### config.mk
export PLATFORM = sky130hd
export DESIGN_NAME = tile_rom_arbiter_flat
export DESIGN_NICKNAME = d
export VERILOG_FILES = /design/src/rtl/tile_rom_arbiter_if.sv /design/src/rtl/tile_rom_arbiter.sv /design/src/flat_wrapper.sv
export SDC_FILE = /design/constraint.sdc
export NUM_CORES = 1
export LEC_CHECK = 0
export BUFFER_PORTS_ARGS = -buffer_cell sky130_fd_sc_hd__buf_2
export CAP_MARGIN = 20
export CORE_MARGIN = 2
export CORE_UTILIZATION = 40
export CTS_CLUSTER_DIAMETER = 50
export DETAILED_ROUTE_END_ITERATION = 10
export PLACE_DENSITY = 0.77
export SLEW_MARGIN = 0
export SYNTH_ARGS = -nofsm -noshare
export SYNTH_HDL_FRONTEND = slang
export SYNTH_SLANG_ARGS = --single-unit
### constraint.sdc
create_clock -name clk -period 9.25 [get_ports clk]
set_clock_uncertainty 0.2 [all_clocks]
set_input_delay 0.925 -clock clk [delete_from_list [all_inputs] [get_ports clk]]
set_output_delay 0.925 -clock clk [all_outputs]
set_load 0.02 [all_outputs]
### src/rtl/tile_rom_arbiter_if.sv
`default_nettype none
// ============================================================================
// Module      : tile_rom_arbiter_if
// Description : Requester-side and SDRAM-side bus of the tile-ROM arbiter.
// Revision    : 1.0 - initial release
// ============================================================================
interface tile_rom_arbiter_if #(
    parameter int NUM_REQ = 3,
    parameter int AW      = 18,
    parameter int DW      = 32
);
    logic [NUM_REQ-1:0]    req;
    logic [NUM_REQ*AW-1:0] addr;
    logic [DW-1:0]         data;
    logic [NUM_REQ-1:0]    valid;
    logic                  sdram_req;
    logic [AW-1:0]         sdram_addr;
    logic [DW-1:0]         sdram_data;
    logic                  sdram_valid;
    logic [2:0]            grant;

    // master: the tile caches plus the SDRAM controller; slave: the arbiter
    modport master (
        output req, addr, sdram_data, sdram_valid,
        input  data, valid, sdram_req, sdram_addr, grant
    );
    modport slave (
        input  req, addr, sdram_data, sdram_valid,
        output data, valid, sdram_req, sdram_addr, grant
    );
endinterface
`default_nettype wire

### src/rtl/tile_rom_arbiter.sv
`default_nettype none
// ============================================================================
// Module      : tile_rom_arbiter
// Description : Round-robin share of one SDRAM tile-ROM read port, one read
//               outstanding, registered data with per-requester valid strobe.
// Revision    : 1.0 - initial release
// ============================================================================
module tile_rom_arbiter #(
    parameter int NUM_REQ = 3,
    parameter int AW      = 18,
    parameter int DW      = 32
) (
    input  logic              clk,
    input  logic              reset,
    tile_rom_arbiter_if.slave bus
);
    localparam logic [1:0] S_IDLE = 2'd0;
    localparam logic [1:0] S_WAIT = 2'd1;
    localparam logic [1:0] S_GAP  = 2'd2;

    logic [1:0]         state_q, state_d;
    logic [2:0]         rr_q, rr_d;
    logic [2:0]         grant_q, grant_d;
    logic [NUM_REQ-1:0] served_q, served_d;
    logic [NUM_REQ-1:0] valid_q, valid_d;
    logic               sdram_req_q, sdram_req_d;
    logic [AW-1:0]      sdram_addr_q, sdram_addr_d;
    logic [DW-1:0]      data_q, data_d;

    logic [NUM_REQ-1:0] w_eligible;
    logic [NUM_REQ-1:0] w_gnt_onehot;
    logic               w_found;
    logic [2:0]         w_pick;
    logic [AW-1:0]      w_pick_addr;
    int                 w_idx;

    // Scan downward over rotation offsets so the lowest offset from rr wins.
    always_comb begin
        w_eligible = bus.req & ~served_q;
        w_found    = 1'b0;
        w_pick     = '0;
        w_idx      = 0;
        for (int k = NUM_REQ - 1; k >= 0; k--) begin
            w_idx = (int'(rr_q) + k) % NUM_REQ;
            for (int i = 0; i < NUM_REQ; i++) begin
                if (i == w_idx && w_eligible[i]) begin
                    w_found = 1'b1;
                    w_pick  = 3'(i);
                end
            end
        end
    end

    always_comb begin
        w_pick_addr  = '0;
        w_gnt_onehot = '0;
        for (int i = 0; i < NUM_REQ; i++) begin
            if (3'(i) == w_pick) begin
                w_pick_addr = bus.addr[i*AW +: AW];
            end
            if (3'(i) == grant_q) begin
                w_gnt_onehot[i] = 1'b1;
            end
        end
    end

    always_ff @(posedge clk) begin
        if (reset) begin
            state_q <= S_IDLE;
        end else begin
            state_q <= state_d;
        end
    end

    always_comb begin
        state_d = state_q;
        case (state_q)
            S_IDLE:  if (w_found) state_d = S_WAIT;
            S_WAIT:  if (bus.sdram_valid) state_d = S_GAP;
            S_GAP:   state_d = S_IDLE;
            default: state_d = S_IDLE;
        endcase
    end

    // The access always runs to completion; the strobe is suppressed if the
    // requester has since let go of req.
    always_comb begin
        rr_d         = rr_q;
        grant_d      = grant_q;
        sdram_req_d  = sdram_req_q;
        sdram_addr_d = sdram_addr_q;
        data_d       = data_q;
        valid_d      = '0;
        case (state_q)
            S_IDLE: begin
                if (w_found) begin
                    grant_d      = w_pick;
                    sdram_addr_d = w_pick_addr;
                    sdram_req_d  = 1'b1;
                    rr_d         = (w_pick == 3'(NUM_REQ - 1)) ? 3'd0 : w_pick + 3'd1;
                end
            end
            S_WAIT: begin
                if (bus.sdram_valid) begin
                    data_d      = bus.sdram_data;
                    sdram_req_d = 1'b0;
                    valid_d     = w_gnt_onehot & bus.req;
                end
            end
            default: sdram_req_d = 1'b0;
        endcase
        served_d = (served_q | valid_d) & bus.req;
    end

    always_ff @(posedge clk) begin
        if (reset) begin
            rr_q         <= '0;
            grant_q      <= '0;
            served_q     <= '0;
            valid_q      <= '0;
            sdram_req_q  <= 1'b0;
            sdram_addr_q <= '0;
            data_q       <= '0;
        end else begin
            rr_q         <= rr_d;
            grant_q      <= grant_d;
            served_q     <= served_d;
            valid_q      <= valid_d;
            sdram_req_q  <= sdram_req_d;
            sdram_addr_q <= sdram_addr_d;
            data_q       <= data_d;
        end
    end

    assign bus.data       = data_q;
    assign bus.valid      = valid_q;
    assign bus.sdram_req  = sdram_req_q;
    assign bus.sdram_addr = sdram_addr_q;
    assign bus.grant      = grant_q;

endmodule
`default_nettype wire

### src/flat_wrapper.sv
// flat-port wrapper written by rule: the top's interface ports become plain ports
module tile_rom_arbiter_flat 
#(
    parameter int NUM_REQ = 3,
    parameter int AW      = 18,
    parameter int DW      = 32
)
  (clk, reset, bus_req, bus_addr, bus_sdram_data, bus_sdram_valid, bus_data, bus_valid, bus_sdram_req, bus_sdram_addr, bus_grant);
  tile_rom_arbiter_if #(.NUM_REQ(NUM_REQ), .AW(AW), .DW(DW)) bus_i ();
  input  logic clk;
  input  logic reset;
  input wire logic [$bits(bus_i.req)-1:0] bus_req;
  input wire logic [$bits(bus_i.addr)-1:0] bus_addr;
  input wire logic [$bits(bus_i.sdram_data)-1:0] bus_sdram_data;
  input wire logic [$bits(bus_i.sdram_valid)-1:0] bus_sdram_valid;
  output wire logic [$bits(bus_i.data)-1:0] bus_data;
  output wire logic [$bits(bus_i.valid)-1:0] bus_valid;
  output wire logic [$bits(bus_i.sdram_req)-1:0] bus_sdram_req;
  output wire logic [$bits(bus_i.sdram_addr)-1:0] bus_sdram_addr;
  output wire logic [$bits(bus_i.grant)-1:0] bus_grant;
  assign bus_i.req = bus_req;
  assign bus_i.addr = bus_addr;
  assign bus_i.sdram_data = bus_sdram_data;
  assign bus_i.sdram_valid = bus_sdram_valid;
  assign bus_data = bus_i.data;
  assign bus_valid = bus_i.valid;
  assign bus_sdram_req = bus_i.sdram_req;
  assign bus_sdram_addr = bus_i.sdram_addr;
  assign bus_grant = bus_i.grant;
  tile_rom_arbiter #(.NUM_REQ(NUM_REQ), .AW(AW), .DW(DW)) u_core (.clk(clk), .reset(reset), .bus(bus_i));
endmodule
# Word-level counts from Yosys, hierarchy flattened

Cells that the tools add are included.

Register bits: 65
Input bits: 92
Output and inout port bits: 57
Logic and storage cells: 83

Add/subtract/negate cells: 3
Div/mod/pow operators: 3
Eq/ne operators: 14
Multiplexer cells: 32
Bitwise gates (word level): 5
Reductions and logical operators: 18

Operator list:

| kind                  | number |
|---|---|
| $eq 2x32->1 const A   | 3 |
| $eq 3x32->1 const A   | 3 |
| $logic_not 32->1      | 3 |
| $mod 32x3->32 const B | 2 |
| $mux 18               | 3 |
| $mod 4x3->32 const B  | 1 |
| $mux 2                | 9 |
| $mux 1                | 15 |
| $and 3x3->3           | 3 |
| $logic_and 1x1->1     | 9 |
| $mux 3                | 3 |
| $logic_not 3->1       | 2 |
| $reduce_and 2->1      | 3 |
| $add 3x1->4 const B   | 1 |
| $add 3x2->4 const B   | 1 |
| $pmux 2 s2            | 1 |
| $add 2x1->3 const B   | 1 |
| $eq 1x3->1 const A    | 1 |
| $eq 2x3->1 const A    | 1 |
| $not 3->3             | 1 |
| $or 3x3->3            | 1 |
| $eq 1x2->1 const A    | 1 |
| $eq 2x1->1 const B    | 1 |
| $eq 2x2->1 const A    | 1 |
| 5 further kinds       | 5 |

# Longest topological paths before layout

Depth after elaboration: 16
Depth in mapped cells: 20
Depth with buffers taken out: 16

# Worst setup path before layout

Ideal clock, no wire load.

Path type: flip-flop to flip-flop
Start: reg u_core.rr_q[0]
End: reg u_core.sdram_addr_q[10] (netlist: u_core.bus.sdram_addr[10])
Setup time: 124 ps
Arrival: 4,229 ps
Required time: 8,926 ps
Path slack: 4,697 ps
Stages on the path, launching flop included: 19
Buffers on the path: 4
Clock period less this slack: 4,553 ps
Path through: dfxtp_1 clkbuf_1 inv_1 ha_1 ha_1 ha_1 clkbuf_1 and2_1 a2111oi_4 ha_1 nand3b_1 a31o_2 o31a_1 o21ai_0 o21a_1 buf_6 buf_6 mux2i_1 o211ai_2

Longest elaborated chain between the ends: 16
Elaborated cells between the ends (all ways): 47
Classes of those cells: add/sub: 2; div: 3; eq/ne: 8; mux: 20; reduce/logical: 14

Ends and longest elaborated chain:

| item                     | RTL line                | text |
|---|---|---|
| start: declaration       | tile_rom_arbiter.sv:22  | `logic [2:0] rr_q, rr_d;` |
| start signal: assignment | tile_rom_arbiter.sv:125 | `rr_q <= rr_d;` |
| $add 3x2->4              | tile_rom_arbiter.sv:44  | `w_idx = (int'(rr_q) + k) % NUM_REQ;` |
| $mod 32x3->32            | tile_rom_arbiter.sv:44  |  |
| $eq 2x32->1              | tile_rom_arbiter.sv:46  | `if (i == w_idx && w_eligible[i]) begin` |
| $logic_and 1x1->1        | tile_rom_arbiter.sv:46  |  |
| $mux 1                   | tile_rom_arbiter.sv:46  |  |
| $mux 2 (7 in a row)      | tile_rom_arbiter.sv:46  |  |
| $logic_not 3->1          | tile_rom_arbiter.sv:58  | `if (3'(i) == w_pick) begin` |
| $mux 18 (3 in a row)     | tile_rom_arbiter.sv:58  |  |
| end signal: assignment   | tile_rom_arbiter.sv:130 | `sdram_addr_q <= sdram_addr_d;` |
| end: declaration         | tile_rom_arbiter.sv:27  | `logic [AW-1:0] sdram_addr_q, sdram_addr_d;` |

Parallel ways exist; a longest one is shown, timed or not.
A chain may end at the register's enable or synchronous reset.

# Worst setup path after layout

Start: reg u_core.rr_q[2]
End: reg u_core.sdram_addr_q[16] (netlist: u_core.bus.sdram_addr[16])

The elaborated chain is that of the path after synthesis.

==> results.cfg <==
[pwr]
combPwrFrac_pct = 58.0
clock_power_share_pct = 16.9
p_seq_share_pct = 25.1
power.total_uw = 1420
irDropWorstVdd_uv = 183
p_sw_share_pct = 46.3
p_per_area_nw_per_um2 = 289
p_leak_uw = 0.00211
internal_power_uw = 761
power.switching_uw = 656

[clock_network]
cts-resized-gates = 0
cts_setup_buffers = 0
cts.sinks = 63
clk_latency_ps = 350
htree_num_levels = 3
ctsLongestPathBuffers = 2
clk_pin_slew_ps = 80
cts_made_buffers = 9
cts_tree = done
clk_root_buffer_cell = clkbuf_8
cts_hold_buf = 0

[place]
pre_cts_ws_ps = 3720
portBuffers = 147
dp_hpwl_um = 8100
place.gp.congestion = 0.894

[setup_path]
slowest_stage = o21a_1
end_kind = flip-flop
ff2ff_path_depth = 15
crit_path_start = u_core.rr_q[2]
crit_chain = ha_1, and2_1, nor2_1, ha_1, ha_1, and2_1, a2111oi_4, ha_1, nand3b_1, a31o_2, o31a_1, o21ai_0, o21a_1, mux2i_1, o211ai_2
setup.worst_path.class = reg2reg
r2r_start = u_core.rr_q[2]
cp_max_fo = 19
crit_top_cell = ha_1
crit_path_start_kind = flip-flop
slowest_delay_ps = 910
cp_data_arrival_time_ps = 5580
r2r_setup_slack_ps = 3680
cp.required_ps = 9270
r2r-end = u_core.bus.sdram_addr[16]

[cells_and_area]
final-seq-area_sq_um = 1260
diodes = 0
fillers = 939
multiInputGateArea_sq_um = 2450
final_net_count = 722
final_layout_size_suffix_gt1_share_pct = 31.3
syn2layout_area_growth_pct = 25.2

[routing]
drc = 0
drt_pre_antenna_iters = 7
routed_wl_um = 11000
ant_nets = 0
route.vias.total = 4098
vias_per_cell = 5.47
routedWlPerCell_um = 14.7
drt-initial-drc-count = 231

[timing]
finalSetupViolations = 0
setup_ws_ps = 3680
worst_slew_pin_slew_ps = 1140
max_slew_margin_pct = 24.3
min_period_ps = 5570
rsz0062_at_grt = false
setup_tns_ps = 0
finalHoldViolations = 0
finalCritPeriodShare_pct = 60.2
drv_slew = 0
fmax_mhz = 180

[synth]
synth_area_leaders = dfxtp_1 32%, nand2_1 8.5%, a21oi_1 7.3%
syn_inst = 480
ys_ff_latch = 63
synth_top_area_share_pct = 32.2
synth_common_cells = 89 x nand2_1, 63 x dfxtp_1, 57 x a21oi_1
syn-num-nets = 591
syn_area_per_cell_sq_um = 8.16
yosys_warnings = 0
postSynth.asyncResetShare_pct = 0
synth_most_common_cell = nand2_1
synth_area_leader_cell = dfxtp_1
synth_edf_count = 0
synth.distinct_cells = 64
ys.flop_type = dfxtp_1
syn_area_sq_um = 3920
synth_seq_area_share_pct = 32.2

[die]
core_sq_um = 9640
die_w_um = 103
start_util_pct = 40.6
die-area_sq_um = 10600
row_count = 36
die_y_um = 103
ios = 149

[worst_hold_path]
worstHoldPathType = reg2reg
holdPathStages = 2
hold_end = u_core.bus.data[28]
min-delay-start = u_core.bus.data[28]

[grt]
grt_pass1_vias = 3724
grt_overflow = 0
grt_pass1_wl_um = 17000
antenna_found_initial = 0
grt_usage_pct = 19.9
grt_max_degree = 43

[flow_run]
cap_violations = 0

[status]
outcome = complete, no violations
-- critical path: cells and delay by family, from the launching register on --
kind                     cells  cell delay [ps]
AO/OA/AOI/OAI                6             2070
adder cells (fa/ha/maj)      4             1370
flip-flops                   1              590
multiplexers                 1              330
AND/OR/NAND/NOR              4              870
-- flip-flops by register name, summed over array words and instances, names as in the netlist --
register               cells
u_core.bus.data           32
u_core.bus.grant           2
u_core.bus.sdram_addr     18
u_core.bus.valid           3
u_core.rr_q                3
u_core.served_q            3
u_core.state_q             2
-- how the worst max path moves through the flow --
stage / slack (ps) / endpoint / cells past startpoint
after floorplan: 4700 / u_core.bus.sdram_addr[10] / 18
after global routing: 3280 / u_core.bus.sdram_addr[16] / 15
after CTS: 3710 / u_core.bus.sdram_addr[13] / 15
final: 3680 / u_core.bus.sdram_addr[16] / 15
after detailed placement: 3720 / u_core.bus.sdram_addr[16] / 15
after global placement: 3960 / u_core.bus.sdram_addr[16] / 15
-- cells by family (layout without fill, tap and decap cells) --
group	Yosys count	after routing	share of synthesized area, %
adder cells (fa/ha/maj)	19	19	6.07
AND/OR/NAND/NOR	192	192	24.0
AO/OA/AOI/OAI	133	133	25.1
buffers and inverters	45	181	5.27
other	1	1	0.0958
XOR/XNOR	5	5	1.50
flip-flops	63	63	32.2
multiplexers	22	22	5.69
-- placed cells by master (no fill, tap or decap), types with 4 or more instances in the layout --
cell type	count
nand3_1	23
nand2b_1	7
a31o_2	4
nor2b_1	5
dfxtp_1	63
clkbuf_8	10
nand2_1	89
o211ai_1	13
o211ai_2	10
buf_2	147
nor2_1	14
nor3_1	9
a21oi_1	57
ha_1	19
a21o_1	4
o21ai_0	10
inv_1	13
nand4_1	20
mux2i_1	20
-- final cells by class --
class                   count  area share [%]
well taps                 133            3.39
inverters                  14            1.07
multi-input cells         372            50.0
clock inverters             3           0.868
flip-flops and latches     63            25.7
repair buffers            151            15.9
clock buffers              13            3.04
-- power groups by stage --
| stage | clock network, uW | registers, uW | logic [uW] |
|---|---|---|---|
| after floorplan | 0 | 411 | 588 |
| after detailed placement | 0 | 360 | 804 |
| final | 240 | 356 | 821 |
| after CTS | 244 | 355 | 807 |
| after global routing | 257 | 361 | 887 |
| after global placement | 0 | 356 | 789 |
-- stage by stage --
step	area (sq um)	util [%]	hold slack [ps]	instances
2_1_floorplan	3920	-	229	480
3_3_place_gp	4680	48.6	239	731
3_5_place_dp	4680	48.6	246	731
4_1_cts	4870	50.5	255	747
5_1_grt	4900	50.9	273	749
6_report	4900	50.9	252	749
-- metal layers --
metal / track usage (%) / wire length [um] / vias up
met5: 0 / 0 / -
met4: 7.89 / 227 / 0
met3: 6.64 / 891 / 21
met2: 32.0 / 5250 / 168
met1: 24.6 / 4620 / 1899
li1: - / - / 2010
Note: power is estimated with default switching activity, not from simulation.
